--- src/rtl/sipo_deserializer_if.sv ---
// ----------------------------------------------------------------------------
// sipo_deserializer_if
//
// Groups the serial input stream, the parallel valid/ready output port and the
// status pulses of the SIPO deserializer into a single bundle.
//
//   serial_in  : serial data bit, LSB first, qualified by valid_in
//   valid_in   : qualifies serial_in in the current cycle
//   data_out   : assembled DATA_WIDTH-bit word
//   valid_out  : word held for the consumer
//   ready_in   : consumer accepts the word when valid_out && ready_in
//   busy       : a frame is partially received
//   frame_err  : one-cycle pulse when a frame is aborted by an over-long gap
//   overflow   : one-cycle pulse when a completed word is dropped
//
// Modports:
//   master : upstream serializer + downstream consumer side
//   slave  : the deserializer itself
// ----------------------------------------------------------------------------
interface sipo_deserializer_if #(
    parameter int DATA_WIDTH = 8
);
    logic                  serial_in;
    logic                  valid_in;
    logic                  ready_in;
    logic [DATA_WIDTH-1:0] data_out;
    logic                  valid_out;
    logic                  busy;
    logic                  frame_err;
    logic                  overflow;

    modport master (
        output serial_in,
        output valid_in,
        output ready_in,
        input  data_out,
        input  valid_out,
        input  busy,
        input  frame_err,
        input  overflow
    );

    modport slave (
        input  serial_in,
        input  valid_in,
        input  ready_in,
        output data_out,
        output valid_out,
        output busy,
        output frame_err,
        output overflow
    );
endinterface

--- src/rtl/sipo_deserializer.sv ---
// ----------------------------------------------------------------------------
// sipo_deserializer
//
// Serial-in / parallel-out stage. Reassembles LSB-first DATA_WIDTH-bit packets
// from a serial stream with per-bit valid and presents each word on a
// valid/ready output port. Frames that stall for more than MAX_GAP
// consecutive invalid cycles are aborted (frame_err), and a completed word
// that cannot be handed over because the previous one is still held is
// dropped (overflow).
//
// Parameters:
//   DATA_WIDTH : packet width in bits (>= 2)
//   MAX_GAP    : number of consecutive valid_in-low cycles tolerated in a frame
//
// Ports:
//   clk : clock, rising edge
//   rst : synchronous, active-high reset
//   bus : sipo_deserializer_if.slave (serial input, parallel output, status)
// ----------------------------------------------------------------------------
module sipo_deserializer #(
    parameter int DATA_WIDTH = 8,
    parameter int MAX_GAP    = 0
) (
    input  logic                  clk,
    input  logic                  rst,
    sipo_deserializer_if.slave    bus
);

    localparam int CNT_W = $clog2(DATA_WIDTH);
    localparam int GAP_W = (MAX_GAP > 0) ? $clog2(MAX_GAP + 1) : 1;

    localparam logic [CNT_W-1:0] LAST_BIT  = CNT_W'(DATA_WIDTH - 1);
    localparam logic [GAP_W-1:0] GAP_LIMIT = GAP_W'(MAX_GAP);

    typedef enum logic {
        IDLE  = 1'b0,
        SHIFT = 1'b1
    } state_t;

    state_t                state_q, state_d;
    logic [CNT_W-1:0]      bit_cnt_q, bit_cnt_d;
    logic [GAP_W-1:0]      gap_cnt_q, gap_cnt_d;
    logic [DATA_WIDTH-1:0] shreg_q, shreg_d;
    logic [DATA_WIDTH-1:0] shifted;
    logic                  complete;
    logic                  abort;

    logic [DATA_WIDTH-1:0] data_p1;
    logic                  vld_p1;
    logic                  busy_p1;
    logic                  frame_err_p1;
    logic                  overflow_p1;

    // Right shift with the new bit entering the MSB: after DATA_WIDTH valid
    // bits the first one has walked down to bit 0, so bit k of the frame
    // ends up in data bit k. On the completing bit this is the full word.
    assign shifted = {bus.serial_in, shreg_q[DATA_WIDTH-1:1]};

    // ------------------------------------------------------------------------
    // Stage 0: input FSM next-state logic
    // ------------------------------------------------------------------------
    always_comb begin
        state_d   = state_q;
        bit_cnt_d = bit_cnt_q;
        gap_cnt_d = gap_cnt_q;
        shreg_d   = shreg_q;
        complete  = 1'b0;
        abort     = 1'b0;

        case (state_q)
            IDLE: begin
                if (bus.valid_in) begin
                    shreg_d   = shifted;
                    bit_cnt_d = CNT_W'(1);
                    gap_cnt_d = '0;
                    state_d   = SHIFT;
                end
            end

            SHIFT: begin
                if (bus.valid_in) begin
                    shreg_d   = shifted;
                    gap_cnt_d = '0;
                    if (bit_cnt_q == LAST_BIT) begin
                        complete  = 1'b1;
                        bit_cnt_d = '0;
                        state_d   = IDLE;
                    end else begin
                        bit_cnt_d = bit_cnt_q + CNT_W'(1);
                    end
                end else if (gap_cnt_q == GAP_LIMIT) begin
                    // Gap exceeded the tolerance: throw the partial word away.
                    abort     = 1'b1;
                    bit_cnt_d = '0;
                    gap_cnt_d = '0;
                    shreg_d   = '0;
                    state_d   = IDLE;
                end else begin
                    gap_cnt_d = gap_cnt_q + GAP_W'(1);
                end
            end

            default: begin
                state_d   = IDLE;
                bit_cnt_d = '0;
                gap_cnt_d = '0;
                shreg_d   = '0;
            end
        endcase
    end

    always_ff @(posedge clk) begin
        if (rst) begin
            state_q   <= IDLE;
            bit_cnt_q <= '0;
            gap_cnt_q <= '0;
            shreg_q   <= '0;
        end else begin
            state_q   <= state_d;
            bit_cnt_q <= bit_cnt_d;
            gap_cnt_q <= gap_cnt_d;
            shreg_q   <= shreg_d;
        end
    end

    // ------------------------------------------------------------------------
    // Stage 1: output word register, handshake and status pulses
    // ------------------------------------------------------------------------
    always_ff @(posedge clk) begin
        if (rst) begin
            data_p1      <= '0;
            vld_p1       <= 1'b0;
            busy_p1      <= 1'b0;
            frame_err_p1 <= 1'b0;
            overflow_p1  <= 1'b0;
        end else begin
            busy_p1      <= (state_d == SHIFT);
            frame_err_p1 <= abort;
            overflow_p1  <= 1'b0;

            if (complete) begin
                // A word being consumed this cycle frees the slot, so the new
                // word can take its place without a bubble.
                if (!vld_p1 || bus.ready_in) begin
                    data_p1 <= shifted;
                    vld_p1  <= 1'b1;
                end else begin
                    overflow_p1 <= 1'b1;
                end
            end else if (vld_p1 && bus.ready_in) begin
                vld_p1 <= 1'b0;
            end
        end
    end

    assign bus.data_out  = data_p1;
    assign bus.valid_out = vld_p1;
    assign bus.busy      = busy_p1;
    assign bus.frame_err = frame_err_p1;
    assign bus.overflow  = overflow_p1;

endmodule

--- src/flat_wrapper.sv ---
// flat-port wrapper written by rule: the top's interface ports become plain ports
module sipo_deserializer_flat 
#(
    parameter int DATA_WIDTH = 8,
    parameter int MAX_GAP    = 0
)
  (clk, rst, bus_serial_in, bus_valid_in, bus_ready_in, bus_data_out, bus_valid_out, bus_busy, bus_frame_err, bus_overflow);
  sipo_deserializer_if #(.DATA_WIDTH(DATA_WIDTH)) bus_i ();
  input  logic clk;
  input  logic rst;
  input wire logic [$bits(bus_i.serial_in)-1:0] bus_serial_in;
  input wire logic [$bits(bus_i.valid_in)-1:0] bus_valid_in;
  input wire logic [$bits(bus_i.ready_in)-1:0] bus_ready_in;
  output wire logic [$bits(bus_i.data_out)-1:0] bus_data_out;
  output wire logic [$bits(bus_i.valid_out)-1:0] bus_valid_out;
  output wire logic [$bits(bus_i.busy)-1:0] bus_busy;
  output wire logic [$bits(bus_i.frame_err)-1:0] bus_frame_err;
  output wire logic [$bits(bus_i.overflow)-1:0] bus_overflow;
  assign bus_i.serial_in = bus_serial_in;
  assign bus_i.valid_in = bus_valid_in;
  assign bus_i.ready_in = bus_ready_in;
  assign bus_data_out = bus_i.data_out;
  assign bus_valid_out = bus_i.valid_out;
  assign bus_busy = bus_i.busy;
  assign bus_frame_err = bus_i.frame_err;
  assign bus_overflow = bus_i.overflow;
  sipo_deserializer #(.DATA_WIDTH(DATA_WIDTH), .MAX_GAP(MAX_GAP)) u_core (.clk(clk), .rst(rst), .bus(bus_i));
endmodule
--- config.mk ---
export PLATFORM = sky130hd
export DESIGN_NAME = sipo_deserializer_flat
export DESIGN_NICKNAME = d
export VERILOG_FILES = /design/src/rtl/sipo_deserializer_if.sv /design/src/rtl/sipo_deserializer.sv /design/src/flat_wrapper.sv
export SDC_FILE = /design/constraint.sdc
export NUM_CORES = 1
export LEC_CHECK = 0
export CAP_MARGIN = 20
export CORE_UTILIZATION = 53
export DETAILED_ROUTE_END_ITERATION = 8
export PLACE_DENSITY = 0.81
export SETUP_SLACK_MARGIN = 0.02
export SLEW_MARGIN = 0
export SYNTH_ARGS = -nofsm -noshare
export SYNTH_HDL_FRONTEND = slang
export SYNTH_SLANG_ARGS = --single-unit
--- constraint.sdc ---
create_clock -name clk -period 3.2 [get_ports clk]
set_clock_uncertainty 0.1 [all_clocks]
set_input_delay 0.32 -clock clk [delete_from_list [all_inputs] [get_ports clk]]
set_output_delay 0.32 -clock clk [all_outputs]
set_load 0.02 [all_outputs]
==> run_results.csv <==
group,metric,value,unit
status,status,"finished, violations left",
status,violated_checks,"design-rule violations",
yosys,synth_area_leaders,"sky130_fd_sc_hd__dfxtp_1, sky130_fd_sc_hd__nand2b_1, sky130_fd_sc_hd__mux2i_1",
layout,n_fill_cell,118,
yosys,post_synthesis_instance_area,912,µm²
detailed_routing,drt-pass1-iter-count,6,
die,die_height,43.5,µm
die,initial_core_util,0.585,
timing,post-route-period-util,0.644,
timing,maxSlewViolCount,0,
global_route,grt_first_pass_wirelength,2.51,mm
min_path,worstHoldPathType,"flip-flop to flip-flop",
worst_setup_path,cp_data_required_time,2.78,ns
layout,layout.core_utilization,0.689,
place,port_buffers,16,
worst_setup_path,cp_cell_sequence,"clkdlybuf4s50_1",
worst_setup_path,critical-path-slowest-cell,"sky130_fd_sc_hd__clkdlybuf4s50_1",
global_route,first_global_vias,593,
global_route,grt_remaining_overflow,0,
cts,cts_setup_buffers,0,
cts,clkSinkCount,22,
yosys,synthesis.yosys.warnings,0,
worst_setup_path,regToRegSetupSlack,1.44,ns
timing,hold_fails_final_rpt,0,
power,cellLeakagePower,0.365,nW
global_route,initial_antenna_violation_count,0,
worst_setup_path,slowest_delay,0.70,ns
worst_setup_path,crit_arrival,1.64,ns
timing,rsz_0062_raised_after_global_routing,"false",
layout,diodes,0,
die,die-width,43.5,µm
cts,cts_buffer_depth,2,
timing,setup-violations-final,0,
detailed_routing,drtAntennaViolNets,0,
layout,layout_commonest_cell,"sky130_fd_sc_hd__dfxtp_1",
global_route,track_usage,0.182,
detailed_routing,route.vias.total,655,
worst_setup_path,crit_fanout,15,
cts,cts.repair.resized,0,
yosys,count_of_flip_flops_with_a_built_in_enable_after_synthesis,0,
worst_setup_path,cp-end-kind,"output port",
place,globalplace.congestion,0.707,
detailed_routing,drt_first_iter_violations,9,
timing,worstMarginPinSlew,0.812,ns
flow_run,count_of_maximum_capacitance_violations,0,
detailed_routing,vias_per_cell,5.37,
yosys,yosys_top_cell_area_share,0.483,
cts,cts_inserted_buffers,3,
yosys,synth.yosys.seq_area_share,0.483,
die,die-area,0.00189,mm²
timing,max_freq,485,MHz
yosys,netlist.top_cell.by_area,"sky130_fd_sc_hd__dfxtp_1",
cts,holdBufCountCts,0,
yosys,syn_avg_cell_area,9.70,µm²
timing,max_slew_margin,0.457,
layout,num-nets-final,115,
yosys,register_bit_total_from_synthesis,22,
die,floorplan.rows,14,
yosys,post_synth_cell_types,20,
worst_setup_path,critical_path.n_buffers_inverters,1,
die,design.core.area,0.00156,mm²
yosys,dominantRegCellSynth,"sky130_fd_sc_hd__dfxtp_1",
detailed_routing,route.final.wire_length,1.44,mm
cts,path_clk_slew,0.11,ns
timing,fin_setup_tns,0,ns
layout,drive_above_1_share,0.0566,
worst_setup_path,cp-start-kind,"flip-flop",
layout,layout.cells.most_common_list,"sky130_fd_sc_hd__dfxtp_1, sky130_fd_sc_hd__nand2b_1, sky130_fd_sc_hd__clkdlybuf4s50_1",
place,detailedPlacementHpwl,998,µm
cts,clk_latency,0.30,ns
power,ir_worst_vdd,0.291,mV
power,cellPowerDensity,397,mW/mm²
worst_setup_path,cpLargestDelayFamily,"buffers and inverters",
cts,cts_root_buf,"sky130_fd_sc_hd__clkbuf_4",
yosys,netlist_instances,94,
detailed_routing,wl_cell,11.8,µm
yosys,async_flop_share,0,
cts,cts.htree.levels,1,
yosys,synth_fp_nets,101,
cts,cts_tree,"built",
worst_setup_path,worstSetupPathType,"flip-flop to output port",
timing,min_period,2.06,ns
layout,syn_to_final_growth,17.8,%
die,io_pins,17,
global_route,grt_max_degree,31,
detailed_routing,remaining_drc_errors,2,
-- path summary, 6_finish.rpt --
kind,startpoint,endpoint,cells past startpoint
max,u_core.bus.busy,bus_busy,1
min,u_core.bit_cnt_q[2],u_core.bit_cnt_q[2],2
max reg2reg,u_core.bit_cnt_q[0],u_core.bus.data_out[7],5
min reg2reg,u_core.bit_cnt_q[2],u_core.bit_cnt_q[2],2
-- state kept, by name, indices dropped and copies added (netlist names) --
register              cells
u_core.bus.valid_out      1
u_core.shreg_q            7
u_core.bus.busy           1
u_core.bus.overflow       1
u_core.bus.data_out       8
u_core.bit_cnt_q          3
u_core.bus.frame_err      1
-- cells in the mapped netlist, drive strengths merged (2+ instances only) --
master / n
nand3: 2
nand2: 2
dfxtp: 22
buf: 6
nor3: 2
nand2b: 17
nor3b: 8
nor2: 9
mux2i: 8
a21oi: 10
ha: 2
-- metrics by stage --
step	setup slack, ns	instance area (µm²)	hold slack (ns)	instances	total power (W)
floorplan	1.84	912	0.336	94	0.000305
global placement	0.917	1050	0.346	119	0.000313
detailed placement	0.856	1050	0.353	119	0.000314
CTS	1.12	1070	0.369	122	0.000434
global route	1.00	1070	0.405	122	0.000446
finish	1.14	1070	0.372	122	0.000427
-- layout make-up --
type                       instances  area [µm²]  share of cell area
sequential                        22         440               0.410
multi-input combinational         64         428               0.398
timing repair buffer              16         160               0.149
clock buffer                       3        22.5              0.0210
tap                               16        20.0              0.0186
inverter                           1        3.75             0.00349
-- kinds of logic after synthesis --
logic type | count (synthesis) | share of synthesized area
buffers and inverters | 8 | 0.0480
AND/OR/NAND/NOR | 42 | 0.283
flip-flops | 22 | 0.483
multiplexers | 8 | 0.0878
adder cells (fa/ha/maj) | 2 | 0.0274
AO/OA/AOI/OAI | 12 | 0.0713
-- routing by layer --
metal	share of wire	GRT usage
met5	0	0
met4	0.010	0.113
met3	0.022	0.0375
met2	0.48	0.294
met1	0.49	0.222
-- where the power goes --
group,internal (W),switching [W]
combinational,0.0000132,0.0000129
clock,0.0000438,0.0000752
sequential,0.000277,0.00000454
total,0.000334,0.0000927
(Power assumes the default switching activity.)
